## config.mk

```make
export PLATFORM = sky130hd
export DESIGN_NAME = rr_timeout_arb
export DESIGN_NICKNAME = d
export VERILOG_FILES = /design/src/rtl/rr_timeout_arb_pkg.sv /design/src/rtl/counter2.sv /design/src/rtl/rr_timeout_arb.sv
export SDC_FILE = /design/constraint.sdc
export NUM_CORES = 1
export LEC_CHECK = 0
export BUFFER_PORTS_ARGS = -buffer_cell sky130_fd_sc_hd__clkbuf_2
export CORE_AREA = 2 2 46 48
export CTS_CLUSTER_SIZE = 20
export DETAILED_ROUTE_END_ITERATION = 8
export DIE_AREA = 0 0 48 50
export GPL_TIMING_DRIVEN = 1
export PLACE_DENSITY = 0.73
export SLEW_MARGIN = 15
export SYNTH_ARGS = -nofsm -noshare
export SYNTH_HDL_FRONTEND = slang
export SYNTH_SLANG_ARGS = --single-unit
```

## constraint.sdc

```tcl
create_clock -name clk -period 2 [get_ports clk]
set_input_delay 0.3 -clock clk [delete_from_list [all_inputs] [get_ports clk]]
set_output_delay 0.3 -clock clk [all_outputs]
set_load 0.005 [all_outputs]
```

## src/rtl/rr_timeout_arb_pkg.sv

```systemverilog
// Shared types and constants for the round-robin timeout arbiter.
// Latency: none (declarations only); backpressure: n/a.
package rr_timeout_arb_pkg;

  typedef enum logic [1:0] {
    ST_IDLE   = 2'd0,
    ST_GRANT  = 2'd1,
    ST_EXPIRE = 2'd2
  } arb_state_e;

  localparam int DFLT_TIMEOUT = 40;

endpackage

```

## src/rtl/counter2.sv

```systemverilog
// Wrap-around counter cell: loadable, counts on add, flags the last value before wrap.
// Latency: count updates one cycle after add/set; end_o is combinational; backpressure: n/a.
module counter2 #(
  parameter int CNT_SIZE       = 40,
  parameter int CNT_SIZE_WIDTH = 6
) (
  input  logic                      clk,
  input  logic                      rst,
  input  logic                      set_i,
  input  logic [CNT_SIZE_WIDTH-1:0] set_val_i,
  input  logic                      add_i,
  output logic [CNT_SIZE_WIDTH-1:0] cnt_o,
  output logic                      end_o
);

  localparam logic [CNT_SIZE_WIDTH-1:0] CNT_LAST = CNT_SIZE_WIDTH'(CNT_SIZE - 1);

  logic [CNT_SIZE_WIDTH-1:0] cnt_q;

  always_ff @(posedge clk or posedge rst) begin
    if (rst) begin
      cnt_q <= '0;
    end else if (set_i) begin
      cnt_q <= set_val_i;
    end else if (add_i) begin
      cnt_q <= (cnt_q == CNT_LAST) ? '0 : cnt_q + 1'b1;
    end
  end

  assign cnt_o = cnt_q;
  assign end_o = add_i && (cnt_q == CNT_LAST);

endmodule

```

## src/rtl/rr_timeout_arb.sv

```systemverilog
// Round-robin arbiter with a per-grant watchdog that revokes ownership after TIMEOUT cycles.
// Latency: request to grant 1 cycle; no backpressure, en_i only gates new grants.
module rr_timeout_arb
  import rr_timeout_arb_pkg::*;
#(
  parameter int NUM_REQ   = 4,
  parameter int REQ_IDX_W = 2,
  parameter int TIMEOUT   = DFLT_TIMEOUT,
  parameter int TIMEOUT_W = 6
) (
  input  logic                 clk,
  input  logic                 rst,
  input  logic                 en_i,
  input  logic [NUM_REQ-1:0]   req_i,
  input  logic                 release_i,
  output logic [NUM_REQ-1:0]   gnt_o,
  output logic [REQ_IDX_W-1:0] gnt_idx_o,
  output logic                 busy_o,
  output logic                 timeout_o,
  output logic [TIMEOUT_W-1:0] hold_cnt_o
);

  localparam logic [REQ_IDX_W-1:0] IDX_LAST = REQ_IDX_W'(NUM_REQ - 1);
  localparam logic [NUM_REQ-1:0]   ONE_HOT0 = NUM_REQ'(1);

  arb_state_e             state_q, state_d;
  logic [NUM_REQ-1:0]     gnt_q, gnt_d;
  logic [REQ_IDX_W-1:0]   idx_q, idx_d;
  logic [REQ_IDX_W-1:0]   ptr_q, ptr_d;
  logic                   pick_vld;
  logic [REQ_IDX_W-1:0]   pick_idx;
  logic [REQ_IDX_W-1:0]   owner_inc;
  logic                   cnt_set;
  logic                   cnt_add;
  logic                   cnt_end;
  logic [TIMEOUT_W-1:0]   cnt_val;
  logic                   owner_done;

  // Scan from ptr upward, wrapping, and take the first active request.
  always_comb begin
    int                   c;
    logic [REQ_IDX_W-1:0] cidx;
    pick_vld = 1'b0;
    pick_idx = '0;
    c        = 0;
    cidx     = '0;
    for (int i = 0; i < NUM_REQ; i++) begin
      c = int'(ptr_q) + i;
      if (c >= NUM_REQ) c = c - NUM_REQ;
      cidx = REQ_IDX_W'(c);
      if (!pick_vld && req_i[cidx]) begin
        pick_vld = 1'b1;
        pick_idx = cidx;
      end
    end
  end

  assign owner_inc  = (idx_q == IDX_LAST) ? '0 : idx_q + 1'b1;
  assign owner_done = release_i || !req_i[idx_q];

  always_comb begin
    state_d = state_q;
    gnt_d   = gnt_q;
    idx_d   = idx_q;
    ptr_d   = ptr_q;
    cnt_set = 1'b0;
    cnt_add = 1'b0;
    unique case (state_q)
      ST_IDLE: begin
        gnt_d = '0;
        if (en_i && pick_vld) begin
          state_d = ST_GRANT;
          gnt_d   = ONE_HOT0 << pick_idx;
          idx_d   = pick_idx;
          cnt_set = 1'b1;
        end
      end
      ST_GRANT: begin
        cnt_add = 1'b1;
        // Release takes priority over a watchdog expiry in the same cycle.
        if (owner_done) begin
          state_d = ST_IDLE;
          gnt_d   = '0;
          ptr_d   = owner_inc;
        end else if (cnt_end) begin
          state_d = ST_EXPIRE;
          gnt_d   = '0;
          ptr_d   = owner_inc;
        end
      end
      ST_EXPIRE: begin
        state_d = ST_IDLE;
        gnt_d   = '0;
      end
      default: begin
        state_d = ST_IDLE;
        gnt_d   = '0;
      end
    endcase
  end

  always_ff @(posedge clk or negedge rst) begin
    if (!rst) begin
      state_q <= ST_IDLE;
      gnt_q   <= '0;
      idx_q   <= '0;
      ptr_q   <= '0;
    end else begin
      state_q <= state_d;
      gnt_q   <= gnt_d;
      idx_q   <= idx_d;
      ptr_q   <= ptr_d;
    end
  end

  counter2 #(
    .CNT_SIZE       (TIMEOUT),
    .CNT_SIZE_WIDTH (TIMEOUT_W)
  ) u_watchdog (
    .clk       (clk),
    .rst       (~rst),
    .set_i     (cnt_set),
    .set_val_i ('0),
    .add_i     (cnt_add),
    .cnt_o     (cnt_val),
    .end_o     (cnt_end)
  );

  assign gnt_o      = gnt_q;
  assign gnt_idx_o  = idx_q;
  assign busy_o     = (state_q == ST_GRANT);
  assign timeout_o  = (state_q == ST_EXPIRE);
  assign hold_cnt_o = busy_o ? cnt_val : '0;

endmodule

```

Word-level counts from Yosys, hierarchy flattened. Cells that the tools add are included. Widths: inputs -> output; s select.

Logic and storage cells: 86. Bits in registers: 16. Bits of input ports: 8.

Shifts and indexed selects: 1. Add/sub/neg operators: 9. $lt $le $gt $ge: 9. Muxes and demuxes: 40. Reduce and logical (&&, ||, !) cells: 16. Equal/unequal tests: 6.

Operators with widths (count): $mux 2 (14); $mux 6 (4); $lt 2x3->1 const B (5); $mux 1 (12); $mux 4 (3); $bmux 1 s2 (5); $ge 3x3->1 const B (3); $pmux 4 s2 (1); $sub 2x1->2 const B (4); $add 2x2->3 const B (2); $add 6x1->6 const B (1); $eq 6x6->1 const B (1); $reduce_and 2->1 (3); $logic_and 1x1->1 (5); $eq 2x2->1 const B (2); $logic_not 1->1 (4); $pmux 2 s2 (1); $reduce_bool 2->1 (2); $shl 1x2->4 const A (1); $add 2x1->3 const B (1); $ge 2x3->1 const B (1); $ne 3x1->1 const B (1); $add 2x1->2 const B (1); $eq 2x1->1 const B (1); 3 further kinds (3).

Longest topological paths before layout. Gate-level depths: netlist (run 1).

Word-level depth: 18. Mapped depth: 5. Gate-level depth less buffers: 5.

By module. A second synthesis (run 1) with hierarchy kept.

Cell total of the unflattened synthesis: 94. Area total of the unflattened synthesis: 968.4 um^2.

By module, submodules not included: rr_timeout_arb (times used 1, cells an instance 54, area each 601.8 um^2); counter2 (times used 1, cells an instance 40, area each 366.6 um^2).

Worst setup path after synthesis (run 1). Ideal clock, no wire load.

Path kind: register to register. Start: register idx_q[0], in the netlist gnt_idx_o[0]. End: register ptr_q[0]. Required time: 1.872 ns. Setup slack: 0.481 ns. Period minus slack after synthesis: 1.519 ns. Path buffers: 0. Data arrival time: 1.392 ns. Stages on the path, launching flop included: 5. Cell sequence: dfrtp_1 > mux4_2 > nand2_2 > o21ai_2 > mux2_1.

Word-level cells in the longest chain between the ends: 6. Elaborated cells between the ends (all ways): 11. Those cells by class: 1 x add/sub; 1 x eq/ne; 5 x mux; 4 x reduce/logical.

Ends and longest elaborated chain: from (decl) (RTL line rr_timeout_arb.sv:28) `logic [REQ_IDX_W-1:0] idx_q, idx_d;`; from (signal assigned) (RTL line rr_timeout_arb.sv:111) `idx_q <= idx_d;`; $bmux 1 s2 (RTL line rr_timeout_arb.sv:59) `assign owner_done = release_i || !req_i[idx_q];`; $mux 1 (not written as such) (RTL line rr_timeout_arb.sv:59); $logic_not 1->1 (RTL line rr_timeout_arb.sv:59); $logic_or 1x1->1 (RTL line rr_timeout_arb.sv:59); $reduce_bool 2->1 (no source line); $reduce_and 2->1 (no source line); to (signal assigned) (RTL line rr_timeout_arb.sv:112) `ptr_q <= ptr_d;`; to (decl) (RTL line rr_timeout_arb.sv:29) `logic [REQ_IDX_W-1:0] ptr_q, ptr_d;`.

Parallel ways exist; a longest one is shown, timed or not. The select of a mux whose other input is x is not followed. A chain may end at the register's enable or synchronous reset.

Worst setup path after layout (run 1).
Start: register state_q[1]. End: output hold_cnt_o[1].

Word-level cells in the longest chain between the ends: 2.

Ends and longest elaborated chain: from (decl) (RTL line rr_timeout_arb.sv:26) `arb_state_e state_q, state_d;`; from (signal assigned) (RTL line rr_timeout_arb.sv:109) `state_q <= state_d;`; $eq 2x1->1 (RTL line rr_timeout_arb.sv:131) `assign busy_o = (state_q == ST_GRANT);`; $mux 6 (RTL line rr_timeout_arb.sv:133) `assign hold_cnt_o = busy_o ? cnt_val : '0;`; to (decl) (RTL line rr_timeout_arb.sv:20) `output logic [TIMEOUT_W-1:0] hold_cnt_o`.

No other way between the ends.

==> impl_table.tex, run 1 <==
\begin{tabular}{lr}
\hline
Metric & Value \\
\hline
\multicolumn{2}{l}{\textbf{Placement}} \\
\quad Total cell area at the placement stage & 1033 sq um \\
\quad Sum of net half-perimeters after detailed placement & 1.376 mm \\
\quad Final weighted congestion in routability-driven placement & 0.8196 \\
\quad IO buf count & 21 \\
\multicolumn{2}{l}{\textbf{Power and ir drop}} \\
\quad Power density over the cells & 1041 nW/um\^{}2 \\
\quad Power share of the sequential group & 0.470 \\
\quad Switching share of total power & 0.3712 \\
\quad Cell leakage power & 0.5254 nW \\
\quad Combinational share of power & 0.379 \\
\quad Net load switching power & 411.8 uW \\
\quad Relative contribution of the clock network to total power & 0.150 \\
\quad Worst IR drop on VDD & 0.5700 mV \\
\quad Power Internal & 697.7 uW \\
\multicolumn{2}{l}{\textbf{Timing}} \\
\quad Count of final max-slew check failures & 0 \\
\quad Number of failing hold endpoints at the final stage & 0 \\
\quad Clock period minus final worst setup slack & 1.675 ns \\
\quad RSZ-0062 raised after global routing & no \\
\quad Max-slew headroom & 0.7151 \\
\quad Final setup violating endpoints & 0 \\
\quad Least-Margin Pin Slew & 0.4264 ns \\
\quad Clk\_skew & 0.008806 ns \\
\quad Fraction of the cycle the final worst path needs & 0.8377 \\
\quad Maximum operating frequency & 0.5969 GHz \\
\quad Final-layout setup total negative slack & 0 ns \\
\multicolumn{2}{l}{\textbf{Routing}} \\
\quad Post-route DRC & 0 \\
\quad Number of iterations in the first detailed-routing pass & 4 \\
\quad Wirelength, routed & 1.789 mm \\
\quad Final routed wire length divided by cell count & 13.15 um \\
\quad Vias per Instance & 5.419 \\
\quad DRT iter0 DRCs & 10 \\
\quad Total via count in the routed design & 737 \\
\quad Post-DRT Antenna Nets & 0 \\
\multicolumn{2}{l}{\textbf{Clocking}} \\
\quad TritonCTS buffer count & 3 \\
\quad Deepest level of the CTS H-tree & 1 \\
\quad Clock latency of the later-clocked register in the worst-skew pair & 0.29 ns \\
\quad Setup Buffers After CTS & 0 \\
\quad Clock tree from TritonCTS & done \\
\quad Worst-path clk slew & 0.09 ns \\
\quad Library cell used as clock root buffer & sky130\_fd\_sc\_hd\_\_clkbuf\_4 \\
\quad Number of gates given a new drive strength after cts & 0 \\
\quad Maximum buffer depth of the clock tree & 2 \\
\quad Total of hold buffers inserted after clock tree synthesis & 1 \\
\quad TritonCTS Sinks & 16 \\
\multicolumn{2}{l}{\textbf{Final layout}} \\
\quad Number of inserted filler cells in the final layout & 173 \\
\quad Share of cells above drive strength 1 & 0.3211 \\
\quad Area grow syn2layout & 17.68\% \\
\quad Antenna fix cells & 0 \\
\quad Net count of the finished layout & 121 \\
\quad Finished layout cell area & 1066 sq um \\
\multicolumn{2}{l}{\textbf{Min path}} \\
\quad Path type of the worst min-delay path & in -> reg \\
\multicolumn{2}{l}{\textbf{Status}} \\
\quad Result of the run & completed \\
\multicolumn{2}{l}{\textbf{Floorplanning}} \\
\quad Floorplan die height & 50 um \\
\quad Number of cell rows & 16 \\
\quad Floorplan die area & 2400 sq um \\
\quad Die width & 48 um \\
\quad Num ports & 22 \\
\quad Area of the placeable core & 1902 sq um \\
\quad Initial standard-cell utilization of the core & 0.4763 \\
\multicolumn{2}{l}{\textbf{Synth}} \\
\quad Biggest area contributors in the synthesized netlist & sky130\_fd\_sc\_hd\_\_dfrtp\_1, sky130\_fd\_sc\_hd\_\_a21oi\_1, sky130\_fd\_sc\_hd\_\_a22o\_1, sky130\_fd\_sc\_hd\_\_and2\_1, sky130\_fd\_sc\_hd\_\_ha\_1 \\
\quad Synthesized instance count & 86 \\
\quad Net count of the mapped netlist & 96 \\
\quad Count of flip-flops with a built-in enable after synthesis & 0 \\
\quad Post-synth design cell area & 905.9 sq um \\
\quad Dominant cell type by area after synthesis & sky130\_fd\_sc\_hd\_\_dfrtp\_1 \\
\quad Leading post-synthesis cells by instance count & sky130\_fd\_sc\_hd\_\_dfrtp\_1, sky130\_fd\_sc\_hd\_\_a21oi\_1, sky130\_fd\_sc\_hd\_\_and2\_1, sky130\_fd\_sc\_hd\_\_inv\_1 \\
\quad Most frequent cell after synthesis & sky130\_fd\_sc\_hd\_\_dfrtp\_1 \\
\quad Mean post-synth cell area & 10.53 sq um \\
\quad Asr flop ratio synth & 1.000 \\
\quad Synth warn & 0 \\
\quad Top-area cell type share of the netlist area & 0.4420 \\
\quad Register bit total from synthesis & 16 \\
\quad Most instantiated flip-flop cell in the synthesis netlist & sky130\_fd\_sc\_hd\_\_dfrtp\_1 \\
\quad Register area share after synthesis & 0.4420 \\
\quad Synth cell types & 39 \\
\multicolumn{2}{l}{\textbf{Global routing}} \\
\quad Initial antenna violation count & 0 \\
\quad Pin count of the biggest net entering global routing & 17 \\
\quad Number of global-route vias before repair & 666 \\
\quad GRT Resource Usage Total & 0.1801 \\
\quad GRT overflow & 0 \\
\quad Wire length of the first global-routing pass & 3.049 mm \\
\multicolumn{2}{l}{\textbf{Job}} \\
\quad Max-cap viol count & 0 \\
\multicolumn{2}{l}{\textbf{Worst setup path}} \\
\quad Crit path kind & reg -> out \\
\quad Worst EP required & 1.70 ns \\
\quad Critical Path Start Type & register \\
\quad Data arrival time at the worst-slack endpoint & 1.38 ns \\
\quad Biggest fanout along the worst timing path & 14 \\
\quad Endpoint class of the critical path & output port \\
\hline
\end{tabular}
## power groups by stage
| stage | clock network [mW] | logic, mW | registers, mW |
|---|---|---|---|
| finish | 0.167 | 0.421 | 0.522 |
| global route | 0.196 | 0.476 | 0.543 |
| CTS | 0.177 | 0.427 | 0.522 |
| detailed placement | 0 | 0.422 | 0.527 |
| global placement | 0 | 0.413 | 0.524 |
| floorplan | 0 | 0.327 | 0.492 |
## cells in the final DEF (no fill, tap or decap), types with 2 or more instances in the layout
cell type / netlist / routed
sky130_fd_sc_hd__clkbuf_4: 0 / 3
sky130_fd_sc_hd__ha_1: 2 / 2
sky130_fd_sc_hd__inv_1: 5 / 5
sky130_fd_sc_hd__nand2_1: 4 / 4
sky130_fd_sc_hd__nor3_1: 2 / 2
sky130_fd_sc_hd__o22ai_1: 2 / 2
sky130_fd_sc_hd__nor2_1: 4 / 4
sky130_fd_sc_hd__a21oi_1: 7 / 7
sky130_fd_sc_hd__o21a_1: 2 / 2
sky130_fd_sc_hd__mux2_1: 2 / 2
sky130_fd_sc_hd__o21ai_0: 4 / 4
sky130_fd_sc_hd__nor2b_1: 2 / 2
sky130_fd_sc_hd__and2_1: 5 / 5
sky130_fd_sc_hd__clkbuf_2: 0 / 21
sky130_fd_sc_hd__dfrtp_1: 16 / 16
sky130_fd_sc_hd__a22o_1: 4 / 4
## metrics by stage
stage	utilization	setup slack, ns	total power, mW	hold WS (ns)	cells
global route	0.5605	0.1555	1.216	0.3503	136
finish	0.5605	0.3246	1.110	0.3354	136
global placement	0.5434	0.4079	0.9375	0.2501	132
CTS	0.5605	0.3215	1.126	0.3288	136
floorplan	-	0.4809	0.8195	0.004409	86
detailed placement	0.5434	0.3498	0.9494	0.2457	132
## path summary, 6_finish.rpt
kind	cells after the start	slack [ns]	end	startpoint
setup / recovery	3	0.32	hold_cnt_o[1]	state_q[1]
hold / removal	4	0.34	state_q[0]	release_i
setup reg to reg	5	0.35	gnt_o[2]	u_watchdog.cnt_o[0]
hold reg to reg	1	0.50	gnt_o[0]	gnt_o[0]
max in group asynchronous	2	1.25	ptr_q[0]	rst
min in group asynchronous	2	0.46	u_watchdog.cnt_o[0]	rst
## critical path, stage by stage (launching register included)
cell                       delay (ns)
sky130_fd_sc_hd__dfrtp_1         0.44
sky130_fd_sc_hd__and2b_2         0.37
sky130_fd_sc_hd__and2_1          0.17
sky130_fd_sc_hd__clkbuf_2        0.11
## flip-flops by register name, indices dropped and copies added (netlist names)
name and count:
u_watchdog.cnt_o 6, ptr_q 2, gnt_idx_o 2, gnt_o 4
state_q 2
## per-layer routing
metal	track usage	vias to the layer above	routed length [um]
met4	0.09459	0	31
met5	0	-	0
li1	-	363	-
met2	0.2444	19	816
met3	0.02198	4	61
met1	0.2721	351	880
## cells by family (layout without fill, tap and decap cells)
| family | after synthesis | count (layout) | synth area share |
|---|---|---|---|
| adders and majority gates | 2 | 2 | 0.02762 |
| buffers and inverters | 7 | 30 | 0.03315 |
| xor gates and xnor gates | 1 | 1 | 0.009670 |
| muxes | 4 | 4 | 0.06077 |
| DFF | 16 | 16 | 0.4420 |
| AOI/OAI and AO/OA | 28 | 28 | 0.2238 |
| and+or+nand+nor | 28 | 28 | 0.2030 |
## cell type report
class	instances	area [sq um]	share of cell area
clock buffers	3	22.52	0.02113
inverters	5	18.77	0.01761
multi-input cells	63	475.5	0.4460
flip-flops and latches	16	400.4	0.3756
well taps	27	33.78	0.03169
repair buffers	22	115.1	0.1080
No activity file was read; power rests on OpenSTA's default activity.
==> inputs of run 2 (changes only) <==
CORE_AREA = 2 2 48 50   (was 2 2 46 48)
DIE_AREA = 0 0 50 52   (was 0 0 48 50)
PLACE_DENSITY = 0.7   (was 0.73)
clock period = 1.45 ns   (was 2 ns; I/O delays follow)
==> run 2 against run 1 <==
Effect of this change: the flow now finishes with violations (setup timing); worst hold slack lost 0.064 ns; worst setup slack got worse by 0.39 ns; clock power rose by 81%; critical endpoint is now hold_cnt_o[4]; largest cell class unchanged.
==> impl_table.tex, run 2 (same netlist as run 1, synthesis figures left out) <==
\begin{tabular}{lr}
\hline
Metric & Value \\
\hline
\multicolumn{2}{l}{\textbf{Final layout}} \\
\quad Leading cell type in the layout, fill and taps excluded & sky130\_fd\_sc\_hd\_\_buf\_4 (was sky130\_fd\_sc\_hd\_\_clkbuf\_2) \\
\quad Area grow syn2layout & 53.04\% (was 17.68\%) \\
\quad Leading cell types in the layout, fill and taps excluded & sky130\_fd\_sc\_hd\_\_buf\_4, sky130\_fd\_sc\_hd\_\_clkbuf\_2, sky130\_fd\_sc\_hd\_\_dfrtp\_1 (was sky130\_fd\_sc\_hd\_\_clkbuf\_2, sky130\_fd\_sc\_hd\_\_dfrtp\_1, sky130\_fd\_sc\_hd\_\_a21oi\_1) \\
\quad Antenna fix cells & 0 (unchanged) \\
\quad Share of cells above drive strength 1 & 0.5683 (was 0.3211) \\
\quad Max reg flops & 6 (unchanged) \\
\quad Finished layout cell area & 1386 sq um (was 1066 sq um) \\
\quad Net count of the finished layout & 150 (was 121) \\
\multicolumn{2}{l}{\textbf{Routing}} \\
\quad Post-route DRC & 0 (unchanged) \\
\quad Wirelength, routed & 2.570 mm (was 1.789 mm) \\
\quad Vias per Instance & 5.401 (was 5.419) \\
\quad Number of iterations in the first detailed-routing pass & 4 (unchanged) \\
\quad Total via count in the routed design & 902 (was 737) \\
\quad Post-DRT Antenna Nets & 0 (unchanged) \\
\quad Final routed wire length divided by cell count & 15.39 um (was 13.15 um) \\
\quad DRT iter0 DRCs & 9 (was 10) \\
\multicolumn{2}{l}{\textbf{Floorplanning}} \\
\quad Num ports & 22 (unchanged) \\
\quad Floorplan die height & 52 um (was 50 um) \\
\quad Floorplan die area & 2600 sq um (was 2400 sq um) \\
\quad Die width & 50 um (was 48 um) \\
\quad Area of the placeable core & 2106 sq um (was 1902 sq um) \\
\quad Initial standard-cell utilization of the core & 0.4302 (was 0.4763) \\
\quad Number of cell rows & 17 (was 16) \\
\multicolumn{2}{l}{\textbf{Placement}} \\
\quad Worst-case setup slack after placement & -0.03596 ns (was 0.3498 ns) \\
\quad Sum of net half-perimeters after detailed placement & 1.728 mm (was 1.376 mm) \\
\quad Final weighted congestion in routability-driven placement & 0.8060 (was 0.8196) \\
\quad IO buf count & 21 (unchanged) \\
\quad Total cell area at the placement stage & 1192 sq um (was 1033 sq um) \\
\multicolumn{2}{l}{\textbf{Clocking}} \\
\quad Library cell used as clock root buffer & sky130\_fd\_sc\_hd\_\_clkbuf\_4 (unchanged) \\
\quad Clock latency of the later-clocked register in the worst-skew pair & 0.29 ns (about the same) \\
\quad TritonCTS buffer count & 3 (unchanged) \\
\quad Deepest level of the CTS H-tree & 1 (unchanged) \\
\quad Worst-path clk slew & 0.09 ns (about the same) \\
\quad TritonCTS Sinks & 16 (unchanged) \\
\quad Maximum buffer depth of the clock tree & 2 (unchanged) \\
\quad Clock tree from TritonCTS & done (unchanged) \\
\multicolumn{2}{l}{\textbf{Worst setup path}} \\
\quad Crit path kind & reg -> out (unchanged) \\
\quad Endpoint class of the critical path & output port (unchanged) \\
\quad Data arrival time at the worst-slack endpoint & 1.29 ns (was 1.38 ns) \\
\quad Worst path top cell family by delay & flip-flops (was simple AND/OR/NAND/NOR gates) \\
\quad Crit-path slowest cell & sky130\_fd\_sc\_hd\_\_dfrtp\_1 (unchanged) \\
\quad Number of buffers and inverters on the critical path & 2 (was 1) \\
\quad Critical Path Start Type & register (unchanged) \\
\quad Biggest fanout along the worst timing path & 5 (was 14) \\
\quad Cells along the critical path & and2b\_2 -> buf\_6 -> and2\_4 -> clkbuf\_2 (was and2b\_2 -> and2\_1 -> clkbuf\_2) \\
\quad Worst EP required & 1.23 ns (was 1.70 ns) \\
\quad Slowest Stage Delay on Critical Path & 0.40 ns (was 0.44 ns) \\
\multicolumn{2}{l}{\textbf{Status}} \\
\quad Result of the run & complete, but fails checks (was completed) \\
\quad Violations in the final reports & setup timing \\
\multicolumn{2}{l}{\textbf{Global routing}} \\
\quad Initial antenna violation count & 0 (unchanged) \\
\quad Pin count of the biggest net entering global routing & 17 (unchanged) \\
\quad GRT overflow & 0 (unchanged) \\
\quad Number of global-route vias before repair & 891 (was 666) \\
\quad Wire length of the first global-routing pass & 4.119 mm (was 3.049 mm) \\
\quad GRT Resource Usage Total & 0.2115 (was 0.1801) \\
\multicolumn{2}{l}{\textbf{Timing}} \\
\quad Final-layout setup total negative slack & -0.4368 ns (was 0 ns) \\
\quad Post-layout worst setup margin & -0.06115 ns (was 0.3246 ns) \\
\quad Count of final max-slew check failures & 0 (unchanged) \\
\quad Fraction of the cycle the final worst path needs & 1.042 \\
\quad Clk\_skew & 0.0006926 ns (was 0.008806 ns) \\
\quad Least-Margin Pin Slew & 0.4319 ns (was 0.4264 ns) \\
\quad Max-slew headroom & 0.7089 (was 0.7151) \\
\quad Number of failing hold endpoints at the final stage & 0 (unchanged) \\
\quad Maximum operating frequency & 0.6617 GHz \\
\quad Final setup violating endpoints & 10 (was 0) \\
\quad RSZ-0062 raised after global routing & yes (was no) \\
\quad Clock period minus final worst setup slack & 1.511 ns \\
\multicolumn{2}{l}{\textbf{Power and ir drop}} \\
\quad Cell leakage power & 0.7077 nW (was 0.5254 nW) \\
\quad Power density over the cells & 1524 nW/um\^{}2 (was 1041 nW/um\^{}2) \\
\quad Worst IR drop on VDD & 0.8994 mV (was 0.5700 mV) \\
\multicolumn{2}{l}{\textbf{Min path}} \\
\quad Path type of the worst min-delay path & in -> reg (unchanged) \\
\multicolumn{2}{l}{\textbf{Job}} \\
\quad Max-cap viol count & 0 (unchanged) \\
\hline
\end{tabular}
[run 2: cell count changes in the layout (fill, tap and decap cells not counted), sizes merged]
cell,previous run,this run
buf,0,30
[run 2: what timing repair did]
| item | in CTS | in global routing |
|---|---|---|
| hold buffers | 1 | 0 |
| endpoints found under the setup margin | 12 | 18 |
| hold endpoints to repair | 16 | 0 |
| pin swaps | 5 | 8 |
| buffers inserted | 6 | 1 |
| resized for setup | 10 | 16 |
| gates cloned | 1 | 0 |
[run 2: metal layers]
| metal | up-vias | share of wire | track usage |
|---|---|---|---|
| met5 | - | 0 | 0 |
| met4 | 0 | 0.019 | 0.09259 |
| met3 | 7 | 0.020 | 0.02299 |
| met2 | 21 | 0.50 | 0.3750 |
| met1 | 448 | 0.46 | 0.2588 |
| li1 | 426 | - | - |
[run 2: final timing paths]
path / startpoint / to / slack, ns / depth (start not counted)
worst max-delay path: state_q[0] / hold_cnt_o[4] / -0.06 / 4
worst min-delay path: release_i / state_q[0] / 0.27 / 4
worst max register to register: gnt_idx_o[0] / ptr_q[1] / -0.06 / 4
worst min register to register: gnt_o[3] / gnt_o[3] / 0.52 / 1
max in group asynchronous: rst / u_watchdog.cnt_o[0] / 0.76 / 2
min in group asynchronous: rst / gnt_o[0] / 0.40 / 2
[run 2: power by group]
part,internal (mW),leakage [nW],switching (mW)
logic,0.633,0.477,0.498
registers,0.570,0.209,0.110
clock network,0.153,0.0210,0.148
[run 2: stage by stage]
stage	hold slack, ns	utilization	instances	power, mW
finish	0.2712	0.6583	167	2.113
floorplan	-0.07809	-	86	1.130
detailed placement	0.1639	0.5663	154	1.543
global route	0.2830	0.6583	167	2.230
global placement	0.1646	0.5663	154	1.503
CTS	0.2500	0.6275	166	1.991
[run 2: area by class of cell]
| cell class | count | area (sq um) |
|---|---|---|
| inverter | 5 | 21.27 |
| multi-input combinational | 63 | 545.5 |
| clock buffer | 4 | 36.28 |
| sequential | 16 | 400.4 |
| timing repair buffer | 51 | 347.8 |
| fill | 163 | 719.4 |
| tap | 28 | 35.03 |
[run 2: worst reg2reg max path, cell delays in order (launching register included)]
cell                      delay [ns]
sky130_fd_sc_hd__dfrtp_1        0.38
sky130_fd_sc_hd__mux4_2         0.55
sky130_fd_sc_hd__nand2_4        0.10
sky130_fd_sc_hd__o21ai_4        0.06
sky130_fd_sc_hd__mux2_4         0.30
